File: src/rtl/if_fetch_stage_if.sv
// Fetch-stage bundle: instruction-memory request/response, execute redirect,
// and the decode-side valid/ready instruction channel.
//   master : the fetch stage (drives imem request and the instruction channel)
//   slave  : the environment (memory, execute, decode)
interface if_fetch_stage_if;
  logic        imem_req_valid;
  logic        imem_req_ready;
  logic [31:0] imem_addr;
  logic        imem_rsp_valid;
  logic [31:0] imem_rsp_data;
  logic        redirect_valid;
  logic [31:0] redirect_pc;
  logic        inst_valid;
  logic        inst_ready;
  logic [31:0] inst;
  logic [31:0] inst_pc;
  logic [6:0]  op;
  logic [2:0]  funct3;
  logic [6:0]  funct7;

  modport master (
    output imem_req_valid, imem_addr, inst_valid, inst, inst_pc, op, funct3, funct7,
    input  imem_req_ready, imem_rsp_valid, imem_rsp_data, redirect_valid, redirect_pc,
           inst_ready
  );

  modport slave (
    input  imem_req_valid, imem_addr, inst_valid, inst, inst_pc, op, funct3, funct7,
    output imem_req_ready, imem_rsp_valid, imem_rsp_data, redirect_valid, redirect_pc,
           inst_ready
  );
endinterface

File: src/rtl/if_fetch_stage.sv
// Instruction fetch stage. Holds the PC, issues word-aligned fetch requests,
// buffers returned words in a 2-entry queue and presents them (with PC and
// pre-sliced op/funct3/funct7) to decode over valid/ready. A redirect flushes
// the queue and discards responses to requests still in flight.
// Ports:
//   clk  : clock, rising edge
//   rst  : synchronous active-high reset
//   bus  : if_fetch_stage_if.master (imem req/rsp, redirect, instruction channel)
module if_fetch_stage #(
  parameter logic [31:0] RESET_PC = 32'h0000_0000
) (
  input logic             clk,
  input logic             rst,
  if_fetch_stage_if.master bus
);

  logic [31:0] fetch_pc_q;
  logic [31:0] resp_pc_q;
  logic [1:0]  outstanding_q;
  logic [1:0]  drop_q;
  logic [1:0]  count_q;
  logic        head_q;
  logic [31:0] q_pc_q   [2];
  logic [31:0] q_inst_q [2];

  logic        inst_valid;
  logic        pop;
  logic        push;
  logic        req_valid;
  logic        req_fire;
  logic        tail;
  logic [2:0]  credit_sum;
  logic [31:0] redirect_aligned;

  always_comb begin
    inst_valid       = !rst && (count_q != 2'd0);
    pop              = inst_valid && bus.inst_ready;
    // Budget covers both buffered entries and responses still in flight, so a
    // response always has a free slot and memory never needs backpressure.
    credit_sum       = {1'b0, outstanding_q} + {1'b0, count_q} - {2'b00, pop};
    req_valid        = !rst && !bus.redirect_valid && (credit_sum < 3'd2);
    req_fire         = req_valid && bus.imem_req_ready;
    push             = bus.imem_rsp_valid && (drop_q == 2'd0);
    tail             = head_q ^ count_q[0];
    redirect_aligned = {bus.redirect_pc[31:2], 2'b00};
  end

  assign bus.imem_req_valid = req_valid;
  assign bus.imem_addr      = fetch_pc_q;
  assign bus.inst_valid     = inst_valid;
  // Head entry is not touched until the next push, so outputs hold when empty.
  assign bus.inst           = q_inst_q[head_q];
  assign bus.inst_pc        = q_pc_q[head_q];
  assign bus.op             = q_inst_q[head_q][6:0];
  assign bus.funct3         = q_inst_q[head_q][14:12];
  assign bus.funct7         = q_inst_q[head_q][31:25];

  always_ff @(posedge clk) begin
    if (rst) begin
      fetch_pc_q    <= RESET_PC;
      resp_pc_q     <= RESET_PC;
      outstanding_q <= 2'd0;
      drop_q        <= 2'd0;
      count_q       <= 2'd0;
      head_q        <= 1'b0;
    end else if (bus.redirect_valid) begin
      // No request is issued this cycle; a response landing now is discarded,
      // and every other in-flight response must be dropped when it arrives.
      fetch_pc_q    <= redirect_aligned;
      resp_pc_q     <= redirect_aligned;
      count_q       <= 2'd0;
      drop_q        <= outstanding_q - {1'b0, bus.imem_rsp_valid};
      outstanding_q <= outstanding_q - {1'b0, bus.imem_rsp_valid};
    end else begin
      if (req_fire) begin
        fetch_pc_q <= fetch_pc_q + 32'd4;
      end
      outstanding_q <= outstanding_q + {1'b0, req_fire} - {1'b0, bus.imem_rsp_valid};
      if (bus.imem_rsp_valid) begin
        if (drop_q != 2'd0) begin
          drop_q <= drop_q - 2'd1;
        end else begin
          q_pc_q[tail]   <= resp_pc_q;
          q_inst_q[tail] <= bus.imem_rsp_data;
          resp_pc_q      <= resp_pc_q + 32'd4;
        end
      end
      count_q <= count_q + {1'b0, push} - {1'b0, pop};
      head_q  <= head_q ^ pop;
    end
  end

endmodule
File: src/flat_wrapper.sv
// flat-port wrapper written by rule: the top's interface ports become plain ports
module if_fetch_stage_flat 
#(
  parameter logic [31:0] RESET_PC = 32'h0000_0000
)
  (clk, rst, bus_imem_req_valid, bus_imem_addr, bus_inst_valid, bus_inst, bus_inst_pc, bus_op, bus_funct3, bus_funct7, bus_imem_req_ready, bus_imem_rsp_valid, bus_imem_rsp_data, bus_redirect_valid, bus_redirect_pc, bus_inst_ready);
  if_fetch_stage_if bus_i ();
  input logic clk;
  input logic rst;
  output wire logic [$bits(bus_i.imem_req_valid)-1:0] bus_imem_req_valid;
  output wire logic [$bits(bus_i.imem_addr)-1:0] bus_imem_addr;
  output wire logic [$bits(bus_i.inst_valid)-1:0] bus_inst_valid;
  output wire logic [$bits(bus_i.inst)-1:0] bus_inst;
  output wire logic [$bits(bus_i.inst_pc)-1:0] bus_inst_pc;
  output wire logic [$bits(bus_i.op)-1:0] bus_op;
  output wire logic [$bits(bus_i.funct3)-1:0] bus_funct3;
  output wire logic [$bits(bus_i.funct7)-1:0] bus_funct7;
  input wire logic [$bits(bus_i.imem_req_ready)-1:0] bus_imem_req_ready;
  input wire logic [$bits(bus_i.imem_rsp_valid)-1:0] bus_imem_rsp_valid;
  input wire logic [$bits(bus_i.imem_rsp_data)-1:0] bus_imem_rsp_data;
  input wire logic [$bits(bus_i.redirect_valid)-1:0] bus_redirect_valid;
  input wire logic [$bits(bus_i.redirect_pc)-1:0] bus_redirect_pc;
  input wire logic [$bits(bus_i.inst_ready)-1:0] bus_inst_ready;
  assign bus_imem_req_valid = bus_i.imem_req_valid;
  assign bus_imem_addr = bus_i.imem_addr;
  assign bus_inst_valid = bus_i.inst_valid;
  assign bus_inst = bus_i.inst;
  assign bus_inst_pc = bus_i.inst_pc;
  assign bus_op = bus_i.op;
  assign bus_funct3 = bus_i.funct3;
  assign bus_funct7 = bus_i.funct7;
  assign bus_i.imem_req_ready = bus_imem_req_ready;
  assign bus_i.imem_rsp_valid = bus_imem_rsp_valid;
  assign bus_i.imem_rsp_data = bus_imem_rsp_data;
  assign bus_i.redirect_valid = bus_redirect_valid;
  assign bus_i.redirect_pc = bus_redirect_pc;
  assign bus_i.inst_ready = bus_inst_ready;
  if_fetch_stage #(.RESET_PC(RESET_PC)) u_core (.clk(clk), .rst(rst), .bus(bus_i));
endmodule
File: config.mk
export PLATFORM = sky130hd
export DESIGN_NAME = if_fetch_stage_flat
export DESIGN_NICKNAME = d
export VERILOG_FILES = /design/src/rtl/if_fetch_stage_if.sv /design/src/rtl/if_fetch_stage.sv /design/src/flat_wrapper.sv
export SDC_FILE = /design/constraint.sdc
export NUM_CORES = 1
export LEC_CHECK = 0
export BUFFER_PORTS_ARGS = -buffer_cell sky130_fd_sc_hd__buf_4
export CAP_MARGIN = 30
export CORE_MARGIN = 4
export CORE_UTILIZATION = 59
export CTS_CLUSTER_SIZE = 40
export DETAILED_ROUTE_END_ITERATION = 10
export PLACE_DENSITY = 0.92
export SLEW_MARGIN = 15
export SYNTH_ARGS = -nofsm -noshare
export SYNTH_HDL_FRONTEND = slang
export SYNTH_SLANG_ARGS = --single-unit
File: constraint.sdc
create_clock -name clk -period 11.18 [get_ports clk]
set_clock_uncertainty 0.1 [all_clocks]
set_input_delay 0 -clock clk [delete_from_list [all_inputs] [get_ports clk]]
set_output_delay 0 -clock clk [all_outputs]
set_load 0.05 [all_outputs]
After elaboration in Yosys (flattened, before gate mapping)
Memories as Yosys holds them, arrays and structs flattened. A register that Yosys moved wholly into a read port is not among the register bits.
Index checks and enable logic that the tools add are counted.
{"block": "op_classes", "eq_ne": 1, "add_sub_neg": 10, "reduce_logical": 18, "bitwise": 3, "n_mux": 18, "order_cmp": 1}
{"operator": "$mux W32", "count": 5}
{"operator": "$add A32 B3 Y32 const B", "count": 2}
{"operator": "$reduce_bool A2 Y1", "count": 5}
{"operator": "$mux W1", "count": 9}
{"operator": "$mux W2", "count": 4}
{"operator": "$logic_and A1 B1 Y1", "count": 6}
{"operator": "$reduce_and A2 Y1", "count": 3}
{"operator": "$sub A2 B1 Y2", "count": 3}
{"operator": "$add A2 B1 Y2", "count": 2}
{"operator": "$add A2 B2 Y3", "count": 1}
{"operator": "$lt A3 B2 Y1 const B", "count": 1}
{"operator": "$sub A3 B1 Y3", "count": 1}
{"operator": "$logic_not A1 Y1", "count": 2}
{"operator": "$logic_not A2 Y1", "count": 1}
{"operator": "$ne A2 B2 Y1 const B", "count": 1}
{"operator": "$reduce_or A2 Y1", "count": 1}
{"operator": "$sub A2 B1 Y2 const B", "count": 1}
{"operator": "$xor A1 B1 Y1", "count": 2}
{"operator": "$not A1 Y1", "count": 1}
{"block": "totals", "ramBits": 128, "out_inout_bits": 115, "register_bits": 71, "n_memories": 2, "input_bits": 70}
{"name": "u_core.q_inst_q", "depth": 2, "width": 32, "rd": 1, "rd_clocked_by_memory_dff": 1, "write_ports": 1, "line": "if_fetch_stage.sv:24", "rtl": "logic [31:0] q_inst_q [2];"}
{"name": "u_core.q_pc_q", "depth": 2, "width": 32, "rd": 1, "rd_clocked_by_memory_dff": 1, "write_ports": 1, "line": "if_fetch_stage.sv:23", "rtl": "logic [31:0] q_pc_q [2];"}

Depth between registers and ports, before layout
{"block": "logic_depth", "ltp_word": 10, "depth_mapped": 13}

Least setup slack after synthesis
Ideal clock, no wire load.
{"block": "synth_path", "kind": "register to register", "startpoint": "register u_core.drop_q[0]", "endpoint": "memory u_core.q_inst_q[1][0], enable pin", "path_buffers": 0, "path_stages_with_launch": 7, "setup_ns": 0.482, "synth_period_minus_slack_ns": 4.039, "path_slack_ns": 7.141, "arrival_time_ns": 3.457, "required_ns": 10.598, "path_cell_list": "dfxtp_1 inv_1 ha_1 nand2_1 inv_1 nand2_1 nor2_1"}
{"block": "synth_via", "elab_chain_len": 6}
{"item": "from (decl)", "line": "if_fetch_stage.sv:20", "rtl": "logic [1:0] drop_q;"}
{"item": "from (signal assigned)", "line": "if_fetch_stage.sv:72", "rtl": "drop_q <= outstanding_q - {1'b0, bus.imem_rsp_valid};"}
{"item": "from (signal assigned)", "line": "if_fetch_stage.sv:81", "rtl": "drop_q <= drop_q - 2'd1;"}
{"item": "$reduce_bool A2 Y1", "line": "if_fetch_stage.sv:80", "rtl": "if (drop_q != 2'd0) begin"}
{"item": "$mux W1", "line": "if_fetch_stage.sv:80"}
{"item": "$mux W1", "line": "if_fetch_stage.sv:79", "rtl": "if (bus.imem_rsp_valid) begin"}
{"item": "$mux W1", "line": "if_fetch_stage.sv:66", "rtl": "end else if (bus.redirect_valid) begin"}
{"item": "$mux W1", "line": "if_fetch_stage.sv:59", "rtl": "if (rst) begin"}
{"item": "$mux W1 (not written as such)", "line": "if_fetch_stage.sv:84", "rtl": "q_inst_q[tail] <= bus.imem_rsp_data;"}
{"item": "to (decl)", "line": "if_fetch_stage.sv:24"}
Every way passes these cells.

Final worst setup path
{"block": "layout_path", "startpoint": "input port rst", "endpoint": "register u_core.fetch_pc_q[23], in the netlist u_core.bus.imem_addr[23]"}
{"block": "layout_via", "elab_chain_len": 8}
{"item": "from (decl)", "line": "flat_wrapper.sv:9", "rtl": "input logic rst;"}
{"item": "$logic_not A1 Y1", "line": "if_fetch_stage.sv:36, if_fetch_stage.sv:41"}
{"item": "$logic_and A1 B1 Y1", "line": "if_fetch_stage.sv:36", "rtl": "inst_valid = !rst && (count_q != 2'd0);"}
{"item": "$logic_and A1 B1 Y1", "line": "if_fetch_stage.sv:37", "rtl": "pop = inst_valid && bus.inst_ready;"}
{"item": "$sub A3 B1 Y3", "line": "if_fetch_stage.sv:40", "rtl": "credit_sum = {1'b0, outstanding_q} + {1'b0, count_q} - {2'b00, pop};"}
{"item": "$lt A3 B2 Y1", "line": "if_fetch_stage.sv:41", "rtl": "req_valid = !rst && !bus.redirect_valid && (credit_sum < 3'd2);"}
{"item": "$logic_and A1 B1 Y1", "line": "if_fetch_stage.sv:41"}
{"item": "$logic_and A1 B1 Y1", "line": "if_fetch_stage.sv:42", "rtl": "req_fire = req_valid && bus.imem_req_ready;"}
{"item": "$reduce_bool A2 Y1 (no line)"}
{"item": "to (signal assigned)", "line": "if_fetch_stage.sv:69", "rtl": "fetch_pc_q <= redirect_aligned;"}
{"item": "to (signal assigned)", "line": "if_fetch_stage.sv:76", "rtl": "fetch_pc_q <= fetch_pc_q + 32'd4;"}
{"item": "to (decl)", "line": "if_fetch_stage.sv:17", "rtl": "logic [31:0] fetch_pc_q;"}
Several ways; a longest one is shown, not always the timed one.
A chain may end at the register's enable or synchronous reset.

==> flow_summary_export.csv <==
group,metric,value,unit
final_layout,nets,989,
global_routing,grt_overflow,0,
drt,wl,22.20,mm
synth,synth_cell_type_count,59,
floorplanning,die_w,127.4,µm
global_routing,grt_pass1_wl,35.00,mm
clock_network,cts_max_path_buffers,2,
synth,synth_area,8416,µm²
final_layout,stdcell_count,1102,
clock_network,clockRootBuffer,"clkbuf_16",
sta,fmaxAchievable,237.6,MHz
final_layout,final_common_cell,"buf_4",
synth,ys_warn_count,0,
setup_path,crit_path_max_fanout,50,
clock_network,cts_tree,"done",
drt,first_iter_violations,585,
drt,drcViolationCount,0,
floorplanning,num_rows,43,
drt,ant_nets,0,
setup_path,required,11.45,ns
global_routing,grt_pass1_vias,6507,
placement,gp_congestion,0.9026,
final_layout,fin_area,11130,µm²
floorplanning,initial_utilization,60.39,%
drt,routedWlPerCell,20.15,µm
sta,finalMaxSlewViolations,0,
clock_network,worstSkewPairLatency,0.43,ns
floorplanning,io_pins,185,
sta,final-hold-violation-count,0,
clock_network,htreeDepth,4,
clock_network,cts.sinks,192,
clock_network,postCtsHoldBufs,76,
synth,avgSynthCellArea,12.43,µm²
setup_path,cp-start-kind,"primary input",
synth,async_flop_share,0,%
synth,synth_ff_type,"edfxtp_1",
pwr,p_leak,4.138,nW
sta,setup_viol,0,
synth,syn_inst,677,
clock_network,clk_pin_slew,0.07,ns
pwr,power.density,150.0,nW/µm²
placement,portBuffers,178,
setup_path,critPathMaxStageDelay,0.58,ns
global_routing,grt_usage,27.57,%
clock_network,post_cts_resized,0,
final_layout,area_delta_synth_final,32.26,%
run,drv_cap,0,
floorplanning,die_area,16240,µm²
placement,placed_area,9769,µm²
worst_hold_path,hold_class,"in -> reg",
pwr,peakVddDrop,0.1175,mV
sta,setup_tns,0,ns
sta,max_slew.worst_pin.slew,0.8368,ns
setup_path,cp_slowest_cell,"dlygate4sd3_1",
drt,viasPerCell,5.887,
synth,ys_ff_latch,192,
final_layout,diodes,0,
drt,firstDrtPassIters,5,
clock_network,cts_setup_buffers,0,
sta,slew_headroom,44.21,%
global_routing,antenna_found_initial,0,
setup_path,cp_common_cell,"dlygate4sd3_1",
floorplanning,core,13930,µm²
final_layout,final_cell_mix,"buf_4 (182), edfxtp_1 (124), dlygate4sd3_1 (76), dfxtp_1 (67), mux2_2 (64)",
sta,fin_ws,6.971,ns
sta,min_period_over_period,37.64,%
sta,finalCriticalPeriod,4.209,ns
synth,ys_seq_area_share,60.42,%
setup_path,crit_chain,"dlygate4sd3_1 > buf_4 > o21ba_2 > and2_1 > ha_1 > nand2b_1 > fa_1 > xor2_1 > nand4_1 > inv_2 > nor2_1 > o21ai_0 > a31oi_1 > dlygate4sd3_1",
placement,hpwl,13.24,mm
setup_path,cp.arrival,4.48,ns
placement,dp.cells,994,
setup_path,crit_type,"in -> reg",
global_routing,grt_max_degree,71,
placement,dp_slack,7.579,ns
drt,vias,6487,
synth,synth_edf_count,124,
final_layout,final_layout_size_suffix_gt1_share,31.67,%
clock_network,cts_made_buffers,17,
setup_path,end_kind,"register",
run_status,status,"completed",
floorplanning,die_h,127.4,µm
sta,rsz0062_at_grt,"false",
-- state kept, by name (all words and copies together), names as in the netlist, named ones only --
register	cells
u_core.q_pc_q	60
u_core.drop_q	2
u_core.count_q	2
u_core.q_inst_q	64
u_core.resp_pc_q	30
u_core.bus.imem_addr	30
u_core.head_q	1
u_core.outstanding_q	2
-- synthesized netlist by cell type, types with 3 or more instances --
library cell    n  area, µm²
clkbuf_1       16      60.06
nand2_1        51      191.4
edfxtp_1      124       3724
a31oi_1        14      87.58
a211oi_1       19      142.6
buf_4          22      165.2
or3_1           5      31.28
xor2_1          9      78.83
mux2_2         64      720.7
a21boi_0        9      67.56
o21ai_0        17      85.08
and4_1          7      61.31
o21a_1          6      45.04
inv_1          14      52.55
buf_2           3      15.01
nor4_1          8      50.05
ha_1            9      112.6
and2_1          4      25.02
a21oi_1        15      75.07
o22ai_1         3      18.77
mux2i_1         5      50.05
nor3_1         15      75.07
dfxtp_1        68       1361
nand4_1        13      81.33
buf_1           8      30.03
and3_1          8      50.05
nor2_1         42      157.7
nand3_1        23      115.1
xnor2_1        32      280.3
o311ai_0        4      35.03
-- metrics by stage --
step	total power, mW	hold WS (ns)	utilization [%]
6_report	1.670	0.01599	79.88
4_1_cts	1.671	0.004420	79.88
3_5_place_dp	1.032	0.08783	70.11
5_1_grt	1.723	0.04845	79.88
2_1_floorplan	0.9608	-0.001131	-
3_3_place_gp	1.025	0.08483	70.03
-- layout make-up --
class / instances / area (µm²)
Fill cell: 790 / 2804
Sequential cell: 192 / 5086
Multi-Input combinational cell: 422 / 3017
Inverter: 17 / 63.81
Timing Repair Buffer: 259 / 2138
Tap cell: 180 / 225.2
Clock inverter: 14 / 171.4
Clock buffer: 18 / 429.2
-- per-layer routing --
metal / vias to the layer above / wire length (µm) / track usage (%)
met5: - / 0 / 0
met4: 0 / 732 / 11.42
met3: 71 / 2274 / 6.773
met2: 384 / 10230 / 43.64
met1: 3074 / 8960 / 36.62
li1: 2958 / - / -
-- worst paths after layout --
check	cells after the start	endpoint	startpoint	slack, ns
max	14	u_core.bus.imem_addr[23]	rst	6.97
min	5	register	bus_inst_ready	0.02
max reg2reg	12	u_core.bus.imem_addr[23]	u_core.count_q[0]	7.23
min reg2reg	0	u_core.q_pc_q[1][11]	u_core.resp_pc_q[11]	0.42
-- kinds of logic after synthesis --
kind of cell / after synthesis / synth area share (%)
other: 1 / 0.04456
XOR/XNOR: 41 / 4.267
AO/OA/AOI/OAI: 100 / 7.939
adder cells (fa/ha/maj): 10 / 1.576
multiplexers: 69 / 9.158
AND/OR/NAND/NOR: 198 / 12.62
buffers and inverters: 66 / 3.970
flip-flops: 192 / 60.42
-- power by group --
group	leakage, nW	internal (mW)	total (mW)	switching (mW)
sequential	1.70	0.783	0.811	0.0281
clock	0.283	0.369	0.623	0.254
combinational	2.16	0.0917	0.235	0.144
total	4.14	1.24	1.67	0.426
-- critical path: cells and delay by family --
kind / cells / cell delay (ns)
AO/OA/AOI/OAI: 3 / 0.64
XOR/XNOR: 1 / 0.16
adder cells (fa/ha/maj): 2 / 0.65
buffers and inverters: 4 / 1.84
AND/OR/NAND/NOR: 4 / 1.19
Note: power is estimated with default switching activity, not from simulation.
